$ cat src/rtl/intr_ctrl_pkg.sv
// Shared interrupt-controller definitions: source indices, FSM state type, priority encoder.
package intr_ctrl_pkg;

    localparam int INTR_COUNT   = 4;
    localparam int INTR_VIDEO   = 0;
    localparam int INTR_COPPER  = 1;
    localparam int INTR_BLIT    = 2;
    localparam int INTR_TIMER   = 3;

    typedef enum logic [1:0] {
        INTR_IDLE,
        INTR_ASSERT,
        INTR_HOLDOFF
    } intr_state_t;

    // Index of the lowest set bit (lowest index = highest priority); 0 when none set.
    function automatic logic [2:0] lowest_set(input logic [7:0] v);
        logic [2:0] idx;
        idx = 3'd0;
        for (int i = 7; i >= 0; i--) begin
            if (v[i]) idx = 3'(i);
        end
        return idx;
    endfunction

endpackage

$ cat src/rtl/intr_ctrl.sv
// Interrupt controller: pending status, mask, priority report and pulse/level bus line.
// All outputs registered (1-cycle latency); strobes are always accepted, no backpressure.
module intr_ctrl
    import intr_ctrl_pkg::*;
#(
    parameter int NUM_INTR       = INTR_COUNT,
    parameter int PULSE_CYCLES   = 8,
    parameter int HOLDOFF_CYCLES = 16
) (
    input  logic                        clk,
    input  logic                        reset_n_i,
    input  logic [NUM_INTR-1:0]         intr_signal_i,
    input  logic [NUM_INTR-1:0]         intr_force_i,
    input  logic [NUM_INTR-1:0]         intr_clear_i,
    input  logic [NUM_INTR-1:0]         intr_mask_i,
    input  logic                        level_mode_i,
    output logic [NUM_INTR-1:0]         intr_status_o,
    output logic                        intr_pending_o,
    output logic [$clog2(NUM_INTR)-1:0] intr_src_o,
    output logic                        bus_intr_o
);

    localparam int SW   = $clog2(NUM_INTR);
    localparam int MAXC = (PULSE_CYCLES > HOLDOFF_CYCLES) ? PULSE_CYCLES : HOLDOFF_CYCLES;
    localparam int CW   = $clog2(MAXC + 1);
    localparam logic [CW-1:0] PULSE_LOAD = CW'(PULSE_CYCLES - 1);
    localparam logic [CW-1:0] HOLD_LOAD  = CW'((HOLDOFF_CYCLES > 0) ? HOLDOFF_CYCLES - 1 : 0);

    intr_state_t           state;
    logic [CW-1:0]         cnt;
    logic                  retrig;
    logic [NUM_INTR-1:0]   mask_q;

    logic [NUM_INTR-1:0]   set_v;
    logic [NUM_INTR-1:0]   status_nx;
    logic [NUM_INTR-1:0]   new_evt;
    logic [NUM_INTR-1:0]   enabled_nx;
    logic                  any_evt;
    logic                  rearm;

    // Unmasking an already-pending source is treated as a fresh event.
    always_comb begin
        set_v      = intr_signal_i | intr_force_i;
        status_nx  = (intr_status_o | set_v) & ~intr_clear_i;
        new_evt    = (set_v & ~intr_status_o & ~intr_clear_i & intr_mask_i)
                   | (intr_mask_i & ~mask_q & intr_status_o & ~intr_clear_i);
        enabled_nx = status_nx & intr_mask_i;
        any_evt    = |new_evt;
        rearm      = (retrig | any_evt) & (|enabled_nx);
    end

    always_ff @(posedge clk or negedge reset_n_i) begin
        if (!reset_n_i) begin
            intr_status_o  <= '0;
            mask_q         <= '0;
            intr_pending_o <= 1'b0;
            intr_src_o     <= '0;
            bus_intr_o     <= 1'b0;
            state          <= INTR_IDLE;
            cnt            <= '0;
            retrig         <= 1'b0;
        end else begin
            intr_status_o  <= status_nx;
            mask_q         <= intr_mask_i;
            intr_pending_o <= |enabled_nx;
            intr_src_o     <= SW'(lowest_set(8'(enabled_nx)));

            if (level_mode_i) begin
                state      <= INTR_IDLE;
                cnt        <= '0;
                retrig     <= 1'b0;
                bus_intr_o <= |enabled_nx;
            end else begin
                case (state)
                    INTR_IDLE: begin
                        retrig <= 1'b0;
                        if (any_evt) begin
                            state      <= INTR_ASSERT;
                            cnt        <= PULSE_LOAD;
                            bus_intr_o <= 1'b1;
                        end else begin
                            bus_intr_o <= 1'b0;
                        end
                    end
                    INTR_ASSERT: begin
                        if (cnt != '0) begin
                            cnt        <= cnt - CW'(1);
                            bus_intr_o <= 1'b1;
                            retrig     <= retrig | any_evt;
                        end else if (HOLDOFF_CYCLES == 0) begin
                            // No holdoff window: the exit decision happens on this edge.
                            retrig <= 1'b0;
                            if (rearm) begin
                                cnt        <= PULSE_LOAD;
                                bus_intr_o <= 1'b1;
                            end else begin
                                state      <= INTR_IDLE;
                                bus_intr_o <= 1'b0;
                            end
                        end else begin
                            state      <= INTR_HOLDOFF;
                            cnt        <= HOLD_LOAD;
                            bus_intr_o <= 1'b0;
                            retrig     <= retrig | any_evt;
                        end
                    end
                    INTR_HOLDOFF: begin
                        if (cnt != '0) begin
                            cnt        <= cnt - CW'(1);
                            bus_intr_o <= 1'b0;
                            retrig     <= retrig | any_evt;
                        end else begin
                            retrig <= 1'b0;
                            if (rearm) begin
                                state      <= INTR_ASSERT;
                                cnt        <= PULSE_LOAD;
                                bus_intr_o <= 1'b1;
                            end else begin
                                state      <= INTR_IDLE;
                                bus_intr_o <= 1'b0;
                            end
                        end
                    end
                    default: begin
                        state      <= INTR_IDLE;
                        cnt        <= '0;
                        retrig     <= 1'b0;
                        bus_intr_o <= 1'b0;
                    end
                endcase
            end
        end
    end

endmodule

$ cat config.mk
export PLATFORM = sky130hd
export DESIGN_NAME = intr_ctrl
export DESIGN_NICKNAME = d
export VERILOG_FILES = /design/src/rtl/intr_ctrl_pkg.sv /design/src/rtl/intr_ctrl.sv
export SDC_FILE = /design/constraint.sdc
export NUM_CORES = 1
export LEC_CHECK = 0
export BUFFER_PORTS_ARGS = -buffer_cell sky130_fd_sc_hd__buf_2
export CORE_AREA = 2 2 76 56
export DETAILED_ROUTE_END_ITERATION = 12
export DIE_AREA = 0 0 78 58
export PLACE_DENSITY = 0.48
export SLEW_MARGIN = 20
export SYNTH_ARGS = -nofsm -noshare
export SYNTH_HDL_FRONTEND = slang
export SYNTH_SLANG_ARGS = --single-unit
$ cat constraint.sdc
create_clock -name clk -period 1.9 [get_ports clk]
set_input_delay 0.19 -clock clk [delete_from_list [all_inputs] [get_ports clk]]
set_output_delay 0.19 -clock clk [all_outputs]
set_load 0.02 [all_outputs]
==> results.ini, run 1 <==
[synthesis]
ys_async_sr_fraction_pct=100
yosysWarnings=0
netlist_instances=105
synth_top_area_share_pct=45.4
synth_top_area_cell=dfrtp_1
synth.distinct_cells=37
ys_top_cells_by_count=20 x dfrtp_1, 10 x nor2_1, 9 x nand2_1
synth-seq-cells=20
netlist_area_um2=1100
yosysMostFrequentCell=dfrtp_1
synth_edf_count=0
synth_seq_area_share_pct=45.4
ys.flop_type=dfrtp_1
synthTopCellsByArea=dfrtp_1 45%, ha_1 6.8%, nor2_1 3.4%
synth.avg_cell_area_um2=10.5
synth_fp_nets=130

[clocking]
insertion_delay_ns=0.26
cts_num_sinks=20
cts_made_buffers=3
clk_path_buf_depth=2
root_buffer=clkbuf_8
clk_pin_slew_ns=0.08
cts_tree=yes
cts_max_level=1

[detailed_routing]
wirelength_um=2640
via_per_inst=4.66
drc_errors=0
drtIter0Drc=40
final_antenna_net_count=0
firstDrtPassIters=4
dr_total_vias=959
wl_per_cell_um=12.8

[setup_path]
r2r-start=cnt[0]$_DFFE_PN0P_
end_kind=register
worstPathRequired_ns=2.05
timing.rr.end=cnt[1]$_DFFE_PN0P_
r2r_cells=8
arrival_ns=2.06
startpoint_type=register
cp_max_fo=5
regToRegSetupSlack_ns=-0.008
path_class=reg2reg

[hold_path]
hp-class=in2reg
hold_depth=1
hold-path-endpoint=mask_q[2]$_DFF_PN0_
hp-start=intr_mask_i[2]

[grt]
grt_start_max_net_pins=21
grt_pass1_wl_um=4370
overflow=0
grt_pass1_vias=935
grtUsageTotal_pct=12.5
antenna_found_initial=0

[final_layout]
drive_gt1_share_pct=47.4
multiInputGateArea_um2=678
n_antenna_cell=0
seq_area_um2=502
final_nets=180
final_cell_area_um2=1610
nFillCells=381
area.growth.synth_to_final_pct=45.8
fin_util_pct=42.3

[floorplanning]
rows=19
die_area_um2=4520
die_y_um=58
initial_core_util_pct=29.0
core_um2=3800
io_pins=27
dieWidth_um=78

[power]
pwr-share-seq_pct=30.9
vdd_drop_max_v=0.000474
p_per_area_nw_per_um2=1150
power_switching_share_pct=36.6
leakagePower_nw=0.745
power.share.clock_pct=17.8
power.switching_uw=677
internal-power_mw=1.18
p_comb_share_pct=51.3

[placement]
place_ws_ns=-0.0636
place.gp.congestion=0.850
dp_hpwl_um=2000
io_buffers=26
placed_cell_area_um2=1440

[sta]
fin_crit_ns=1.91
clock-skew-final_ns=0.00149
setup_viol=1
finalMaxSlewViolations=0
setup-tns-final_ns=-0.00768
hold-worst-slack_ns=0.0450
hold_violations=0
rsz0062_at_grt=yes
worst_pin_slew_ns=0.482
timing.final.ws_setup_ns=-0.00768
fin_crit_sh_pct=100
max_freq_mhz=524
relSlewSlack_pct=67.9

[run_status]
failed_checks=negative setup slack
status=finished, violations left

[job]
max_cap_viol_count=0

-- cells in the final DEF (no fill, tap or decap), drive strengths merged, types with 3 or more instances in the layout --
cell and n:
a21oi 6, buf 46, clkbuf 4, dfrtp 20
ha 6, inv 5, nand2 9, nand2b 5
nor2 10, nor2b 4, nor3 5, o21ai 4
o41ai 3, or3 3
-- final cells by class --
| class | count | area share, % |
|---|---|---|
| repair buffers | 47 | 18.0 |
| flip-flops and latches | 20 | 31.2 |
| multi-input cells | 78 | 42.1 |
| inverters | 5 | 1.17 |
| clock buffers | 4 | 3.42 |
| well taps | 52 | 4.04 |
-- cells by family after synthesis --
family | Yosys count | share of synthesized area, %
simple gates | 47 | 27.2
compound gates | 23 | 15.0
flops | 20 | 45.4
buf+inv | 7 | 3.40
fa+ha+maj | 6 | 6.80
mux | 2 | 2.27
-- flip-flops by register name (all words and copies together) (netlist names) --
register / flops
intr_pending_o: 1
retrig: 1
intr_src_o: 2
mask_q: 4
bus_intr_o: 1
state: 2
cnt: 5
intr_status_o: 4
-- timing repair --
item	4_1_cts	5_1_grt
gates resized for setup	6	6
hold endpoints to repair	20	0
hold buffers	1	0
buffers inserted	2	2
pin swaps	3	4
endpoints found under the setup margin	2	6
-- per-layer routing --
layer / wire (µm) / track usage [%]
met3: 138 / 3.27
met4: 46 / 4.76
met5: 0 / 0
met2: 1130 / 19.1
met1: 1330 / 17.1
-- worst max-delay path by stage --
stage / startpoint / to / slack [ns] / depth (start not counted)
2_1_floorplan: cnt[0]$_DFFE_PN0P_ / cnt[1]$_DFFE_PN0P_ / -0.11 / 9
3_3_place_gp: cnt[0]$_DFFE_PN0P_ / cnt[1]$_DFFE_PN0P_ / -0.02 / 8
3_5_place_dp: cnt[0]$_DFFE_PN0P_ / cnt[1]$_DFFE_PN0P_ / -0.06 / 8
4_1_cts: cnt[0]$_DFFE_PN0P_ / cnt[1]$_DFFE_PN0P_ / -0.02 / 8
5_1_grt: cnt[0]$_DFFE_PN0P_ / cnt[1]$_DFFE_PN0P_ / -0.08 / 8
6_report: cnt[0]$_DFFE_PN0P_ / cnt[1]$_DFFE_PN0P_ / -0.008 / 8
-- power by group through the flow --
stage | Sequential [mW] | Clock (mW) | Combinational [mW]
2_1_floorplan | 0.599 | 0 | 0.484
3_3_place_gp | 0.575 | 0 | 0.816
3_5_place_dp | 0.573 | 0 | 0.819
4_1_cts | 0.568 | 0.343 | 0.869
5_1_grt | 0.588 | 0.360 | 1.06
6_report | 0.572 | 0.330 | 0.951
-- critical path, cell delays in order, from the launching register on --
cell and delay, ns:
dfrtp_1 0.36, inv_2 0.06, ha_4 0.15, nor3b_4 0.14, and2b_2 0.22, nand2_4 0.09, nor3_4 0.04, or3_4 0.42
mux2_4 0.31
-- stage by stage --
step	std cells	total power, mW
after detailed placement	197	1.39
after CTS	204	1.78
after floorplan	105	1.08
final	206	1.85
after global routing	206	2.00
after global placement	197	1.39
(Power assumes the default switching activity.)
==> inputs of run 2 (changes only) <==
CELL_PAD_IN_SITES_DETAIL_PLACEMENT = 0   (was unset)
CELL_PAD_IN_SITES_GLOBAL_PLACEMENT = 1   (was unset)
PLACE_DENSITY = 0.59   (was 0.48)
==> run 2 against run 1 <==
- the flow still finishes with violations (negative setup slack)
- setup slack worse by 0.029 ns
- design area down 3.0%
- first-iteration DRC count up 48%
- clock-buffer cell count unchanged
- die area unchanged
- core utilization down 1.3 points
- wire length down 1.5%
- critical path type unchanged
- largest power group unchanged
- highest routed layer unchanged
==> results.ini, run 2 (synthesized netlist as in run 1, its figures left out) <==
[sta]
hold_violations=0  ; unchanged
finalMaxSlewViolations=0  ; unchanged
fin_crit_sh_pct=102  ; +1.5 points
relSlewSlack_pct=68.7  ; +0.86 points
setup_viol=1  ; unchanged
fin_crit_ns=1.94  ; +0.0290 ns
max_freq_mhz=516  ; -1.5%
clock-skew-final_ns=0.00149  ; -0.00000175 ns
timing.final.ws_setup_ns=-0.0367  ; -0.0290 ns
worst_pin_slew_ns=0.469  ; -0.0129 ns
rsz0062_at_grt=yes
setup-tns-final_ns=-0.0367  ; -0.0290 ns

[placement]
place.gp.congestion=0.819  ; -3.6%
io_buffers=26  ; unchanged
dp_hpwl_um=2040  ; +1.7%
placedCellCount=196  ; -0.51%

[grt]
antenna_found_initial=0  ; unchanged
grt_pass1_wl_um=4420  ; +1.1%
grt_start_max_net_pins=21  ; unchanged
grtUsageTotal_pct=12.8  ; +0.33 points
overflow=0  ; unchanged
grt_pass1_vias=993  ; +6.2%

[setup_path]
cpMaxStageDelayCell=or3_4
crit_end=cnt[1]$_DFFE_PN0P_
crit_family=simple AND/OR/NAND/NOR gates
worstPathCellList=inv_2, ha_4, nor3b_4, and2b_2, nand2_4, nor4_4, or3_4, mux2_4
path_depth=8  ; unchanged
path_class=reg2reg
startpoint=cnt[0]$_DFFE_PN0P_
cp_slowest_stage_delay_ns=0.44  ; +0.02 ns
cp_max_fo=5  ; unchanged
arrival_ns=2.08  ; +0.02 ns
worstPathRequired_ns=2.05  ; about the same
path_buf_inv=1  ; unchanged
startpoint_type=register
r2r_cells=8  ; unchanged
r2r-start=cnt[0]$_DFFE_PN0P_
regToRegSetupSlack_ns=-0.04  ; -0.03 ns
end_kind=register
timing.rr.end=cnt[1]$_DFFE_PN0P_

[final_layout]
n_antenna_cell=0  ; unchanged
fin_util_pct=41.0  ; -1.3 points
stdcell_count=205  ; -0.49%
reg.largest.list=cnt x5, intr_status_o x4, mask_q x4
final_cell_mix=26 x buf_2, 19 x dfrtp_1, 19 x buf_4, 10 x nor2_1, 8 x nand2_1
layout_commonest_cell=buf_2
largest_register_ffs=5  ; unchanged
top_register=cnt
area.growth.synth_to_final_pct=41.4
drive_gt1_share_pct=45.8  ; -1.7 points
final_nets=179  ; -0.56%

[clocking]
cts_tree=yes
clk_path_buf_depth=2  ; unchanged
root_buffer=clkbuf_8
insertion_delay_ns=0.26  ; about the same
clk_pin_slew_ns=0.07  ; about the same
cts_num_sinks=20  ; unchanged
cts_made_buffers=3  ; unchanged
cts_max_level=1  ; unchanged

[job]
max_cap_viol_count=0  ; unchanged

[power]
power_switching_share_pct=36.1  ; -0.48 points
vdd_drop_max_v=0.000463  ; -2.2%
leakagePower_nw=0.728  ; -2.2%
power.switching_uw=653  ; -3.6%
p_per_area_nw_per_um2=1160  ; +0.77%
finalPower_mw=1.81  ; -2.3%
p_comb_share_pct=50.1  ; -1.2 points
pwr-share-seq_pct=32.1  ; +1.2 points
power.share.clock_pct=17.8  ; about the same
internal-power_mw=1.16  ; -1.5%

[floorplanning]
die_area_um2=4520  ; unchanged
dieWidth_um=78  ; unchanged
rows=19  ; unchanged
initial_core_util_pct=29.0  ; unchanged
die_y_um=58  ; unchanged
io_pins=27  ; unchanged
core_um2=3800  ; unchanged

[detailed_routing]
drtIter0Drc=59  ; +48%
firstDrtPassIters=4  ; unchanged
dr_total_vias=950  ; -0.94%
wl_per_cell_um=12.7  ; -1.0%
via_per_inst=4.63  ; -0.46%
final_antenna_net_count=0  ; unchanged
drc_errors=0  ; unchanged
wirelength_um=2600  ; -1.5%

[hold_path]
hold_depth=1  ; unchanged
hp-class=in2reg

[run_status]
status=finished, violations left
failed_checks=negative setup slack

==> run 2: routing by layer <==
metal	vias up	track usage [%]	share of wire, %
met4	0	6.27	2.0
met5	-	0	0
met3	6	3.27	6.0
met2	29	18.8	44
li1	473	-	-
met1	442	17.6	48
==> run 2: power groups by stage <==
| stage | combinational (mW) | sequential, mW | clock, mW |
|---|---|---|---|
| 6_report | 0.907 | 0.581 | 0.323 |
| 2_1_floorplan | 0.484 | 0.599 | 0 |
| 3_3_place_gp | 0.798 | 0.581 | 0 |
| 5_1_grt | 1.00 | 0.590 | 0.358 |
| 3_5_place_dp | 0.810 | 0.584 | 0 |
| 4_1_cts | 0.867 | 0.577 | 0.342 |
==> run 2: repair_timing <==
item	CTS	global route
endpoints found under the hold margin	20	0
gates resized for setup	4	3
buffers inserted	2	2
pin swaps	3	3
endpoints found under the setup margin	3	6
hold buffers	1	0
==> run 2: worst reg2reg max path, stage by stage, from the launching register on <==
cell and delay [ns]:
dfrtp_1 0.37, inv_2 0.06, ha_4 0.15, nor3b_4 0.14, and2b_2 0.22, nand2_4 0.09
nor4_4 0.05, or3_4 0.44, mux2_4 0.31
==> run 2: through the flow <==
stage | setup slack [ns] | instance area [µm²] | hold slack (ns)
after detailed placement | -0.0802 | 1430 | 0.174
final | -0.0367 | 1560 | 0.0455
after floorplan | -0.106 | 1140 | -0.106
after global routing | -0.115 | 1560 | 0.0390
after global placement | -0.0172 | 1430 | 0.171
after CTS | -0.0275 | 1530 | 0.0375
==> run 2: how the worst min path moves through the flow <==
stage | start | endpoint
2_1_floorplan | reset_n_i | bus_intr_o$_DFF_PN0_
3_3_place_gp | reset_n_i | state[1]$_DFFE_PN0P_
3_5_place_dp | reset_n_i | state[1]$_DFFE_PN0P_
4_1_cts | intr_mask_i[1] | mask_q[1]$_DFF_PN0_
5_1_grt | intr_mask_i[1] | mask_q[1]$_DFF_PN0_
6_report | intr_mask_i[1] | mask_q[1]$_DFF_PN0_
==> run 2: area by class of cell <==
class                   count  area [µm²]
clock buffers               4        55.1
fillers                   386        2240
inverters                   5        18.8
multi-input cells          78         637
flip-flops and latches     20         502
well taps                  52        65.1
repair buffers             46         283
==> inputs of run 3 (changes only) <==
REMOVE_ABC_BUFFERS = 1   (was unset)
SETUP_SLACK_MARGIN = 0.2   (was unset)
==> run 3 against run 2 <==
- the flow still finishes with violations (negative setup slack)
- total power rose by 11%
- setup slack improved by 0.025 ns
- clock skew rose by 0.0038 ns
- die area did not move
- global-route usage rose by 0.78 points
- worst hold slack got worse by 0.0051 ns
- clock-buffer cell count fell by 1
- first-iteration DRC count fell by 42%
- core utilization rose by 3.5 points
- register-to-register slack improved by 0.02 ns
- critical path type unchanged
- largest power group unchanged
==> results.ini, run 3 (synthesized netlist as in run 1, its figures left out) <==
[run_status]
status=finished, violations left
failed_checks=negative setup slack

[setup_path]
path_buf_inv=1  ; unchanged
worstPathRequired_ns=2.04  ; about the same
worstPathCellList=inv_2, ha_4, nor3b_4, and2b_1, nand2_2, nor4_4, or3_4, mux2_4
r2r-start=cnt[0]$_DFFE_PN0P_
regToRegSetupSlack_ns=-0.01  ; +0.02 ns
cpMaxStageDelayCell=or3_4
cp_max_fo=2  ; -3
end_kind=register
arrival_ns=2.06  ; -0.02 ns
startpoint_type=register
cp_slowest_stage_delay_ns=0.42  ; -0.02 ns
crit_family=simple AND/OR/NAND/NOR gates
r2r_cells=8  ; unchanged
timing.rr.end=cnt[1]$_DFFE_PN0P_
path_class=reg2reg

[clocking]
clk_pin_slew_ns=0.08  ; about the same
insertion_delay_ns=0.26  ; about the same
root_buffer=clkbuf_8
cts_num_sinks=20  ; unchanged
clk_path_buf_depth=2  ; unchanged
cts_made_buffers=3  ; unchanged
cts_tree=yes
cts_max_level=1  ; unchanged

[hold_path]
hp-start=intr_mask_i[1]
hp-class=in2reg
hold-path-endpoint=mask_q[1]$_DFF_PN0_
hold_depth=1  ; unchanged

[job]
max_cap_viol_count=0  ; unchanged

[floorplanning]
die_y_um=58  ; unchanged
dieWidth_um=78  ; unchanged
die_area_um2=4520  ; unchanged
rows=19  ; unchanged
core_um2=3800  ; unchanged
initial_core_util_pct=29.0  ; unchanged
io_pins=27  ; unchanged

[power]
power_switching_share_pct=35.6  ; -0.43 points
vdd_drop_max_v=0.000536  ; +16%
power.switching_uw=716  ; +9.6%
p_per_area_nw_per_um2=1190  ; +2.3%
p_comb_share_pct=49.6  ; -0.5 points
internal-power_mw=1.29  ; +12%
power.share.clock_pct=21.3  ; +3.5 points
leakagePower_nw=0.774  ; +6.3%
pwr-share-seq_pct=29.1  ; -3.0 points

[final_layout]
final_cell_mix=26 x buf_2, 21 x buf_4, 20 x dfrtp_1, 9 x nor2_1, 8 x nand2_1
nFillCells=392  ; +1.6%
n_antenna_cell=0  ; unchanged
reg.largest.list=cnt x5, intr_status_o x4, mask_q x4
final_nets=183  ; +2.2%
top_register=cnt
largest_register_ffs=5  ; unchanged
fin_util_pct=44.5  ; +3.5 points
area.growth.synth_to_final_pct=53.4
drive_gt1_share_pct=49.0  ; +3.3 points
layout_commonest_cell=buf_2

[sta]
setup-tns-final_ns=-0.0120  ; +0.0248 ns
hold_violations=0  ; unchanged
timing.final.ws_setup_ns=-0.0120  ; +0.0248 ns
worst_pin_slew_ns=0.476  ; +0.00670 ns
clock-skew-final_ns=0.00528  ; +0.00379 ns
fin_crit_sh_pct=101  ; -1.3 points
setup_viol=1  ; unchanged
fin_crit_ns=1.91  ; -0.0248 ns
max_freq_mhz=523  ; +1.3%
rsz0062_at_grt=yes
finalMaxSlewViolations=0  ; unchanged
relSlewSlack_pct=68.3  ; -0.45 points

[grt]
grt_start_max_net_pins=21  ; unchanged
antenna_found_initial=0  ; unchanged
overflow=0  ; unchanged
grtUsageTotal_pct=13.6  ; +0.78 points
grt_pass1_vias=1042  ; +4.9%
grt_pass1_wl_um=4770  ; +8.0%

[detailed_routing]
drtIter0Drc=34  ; -42%
dr_total_vias=979  ; +3.1%
drc_errors=0  ; unchanged
firstDrtPassIters=4  ; unchanged
final_antenna_net_count=0  ; unchanged
wirelength_um=2860  ; +10%
wl_per_cell_um=13.7  ; +8.0%
via_per_inst=4.68  ; +1.1%

[placement]
io_buffers=26  ; unchanged
dp_hpwl_um=1960  ; -3.5%
place.gp.congestion=0.850  ; +3.7%

## run 3: worst max path at each step
stage	start	cells past startpoint	slack [ns]	to
5_1_grt	intr_status_o[1]$_DFF_PN0_	6	-0.09	cnt[1]$_DFFE_PN0P_
3_3_place_gp	intr_status_o[1]$_DFF_PN0_	6	-0.04	cnt[1]$_DFFE_PN0P_
6_report	cnt[0]$_DFFE_PN0P_	8	-0.01	cnt[1]$_DFFE_PN0P_
3_5_place_dp	cnt[0]$_DFFE_PN0P_	9	-0.06	cnt[3]$_DFFE_PN0P_
4_1_cts	cnt[1]$_DFFE_PN0P_	8	-0.01	cnt[1]$_DFFE_PN0P_
2_1_floorplan	cnt[0]$_DFFE_PN0P_	8	-0.12	cnt[1]$_DFFE_PN0P_
## run 3: through the flow
| stage | hold WS [ns] | setup slack (ns) | std cells | instance area (µm²) | power [mW] |
|---|---|---|---|---|---|
| 6_report | 0.0405 | -0.0120 | 209 | 1690 | 2.01 |
| 5_1_grt | 0.0155 | -0.0917 | 209 | 1690 | 2.17 |
| 4_1_cts | 0.0314 | -0.0116 | 205 | 1590 | 1.96 |
| 3_5_place_dp | 0.171 | -0.0581 | 197 | 1410 | 1.38 |
| 3_3_place_gp | 0.174 | -0.0434 | 197 | 1410 | 1.38 |
| 2_1_floorplan | -0.106 | -0.122 | 103 | 1080 | 1.01 |
## run 3: area by class of cell
class	count	area, µm²	area share [%]
multi-input combinational	78	708	41.8
clock inverter	1	30.0	1.77
sequential	20	500	29.6
tap	52	65.1	3.84
clock buffer	3	41.3	2.44
timing repair buffer	50	329	19.4
inverter	5	18.8	1.11
## run 3: timing repair
action,CTS,global route
hold buffers,1,0
endpoints found under the setup margin,8,9
cloned,0,0
resized for setup,15,10
setup buffers,3,4
pin swaps,7,5
hold endpoints to repair,20,0
## run 3: worst reg2reg max path, delay by kind of cell, from the launching register on
kind                     cells  cell delay (ns)
AND/OR/NAND/NOR              5             0.92
flip-flops                   1             0.36
multiplexers                 1             0.31
adder cells (fa/ha/maj)      1             0.15
buffers and inverters        1             0.06
## run 3: routing by layer
metal / GRT usage [%] / part of all wire, % / vias to the layer above
li1: - / - / 478
met2: 22.8 / 48 / 29
met5: 0 / 0 / -
met1: 17.8 / 46 / 470
met4: 3.01 / 0.73 / 0
met3: 3.58 / 5.1 / 2
## run 3: power groups by stage
| stage | clock network, mW | registers (mW) | logic (mW) |
|---|---|---|---|
| detailed placement | 0 | 0.572 | 0.808 |
| global route | 0.479 | 0.599 | 1.09 |
| CTS | 0.442 | 0.579 | 0.938 |
| finish | 0.428 | 0.584 | 0.997 |
| global placement | 0 | 0.573 | 0.807 |
| floorplan | 0 | 0.590 | 0.425 |
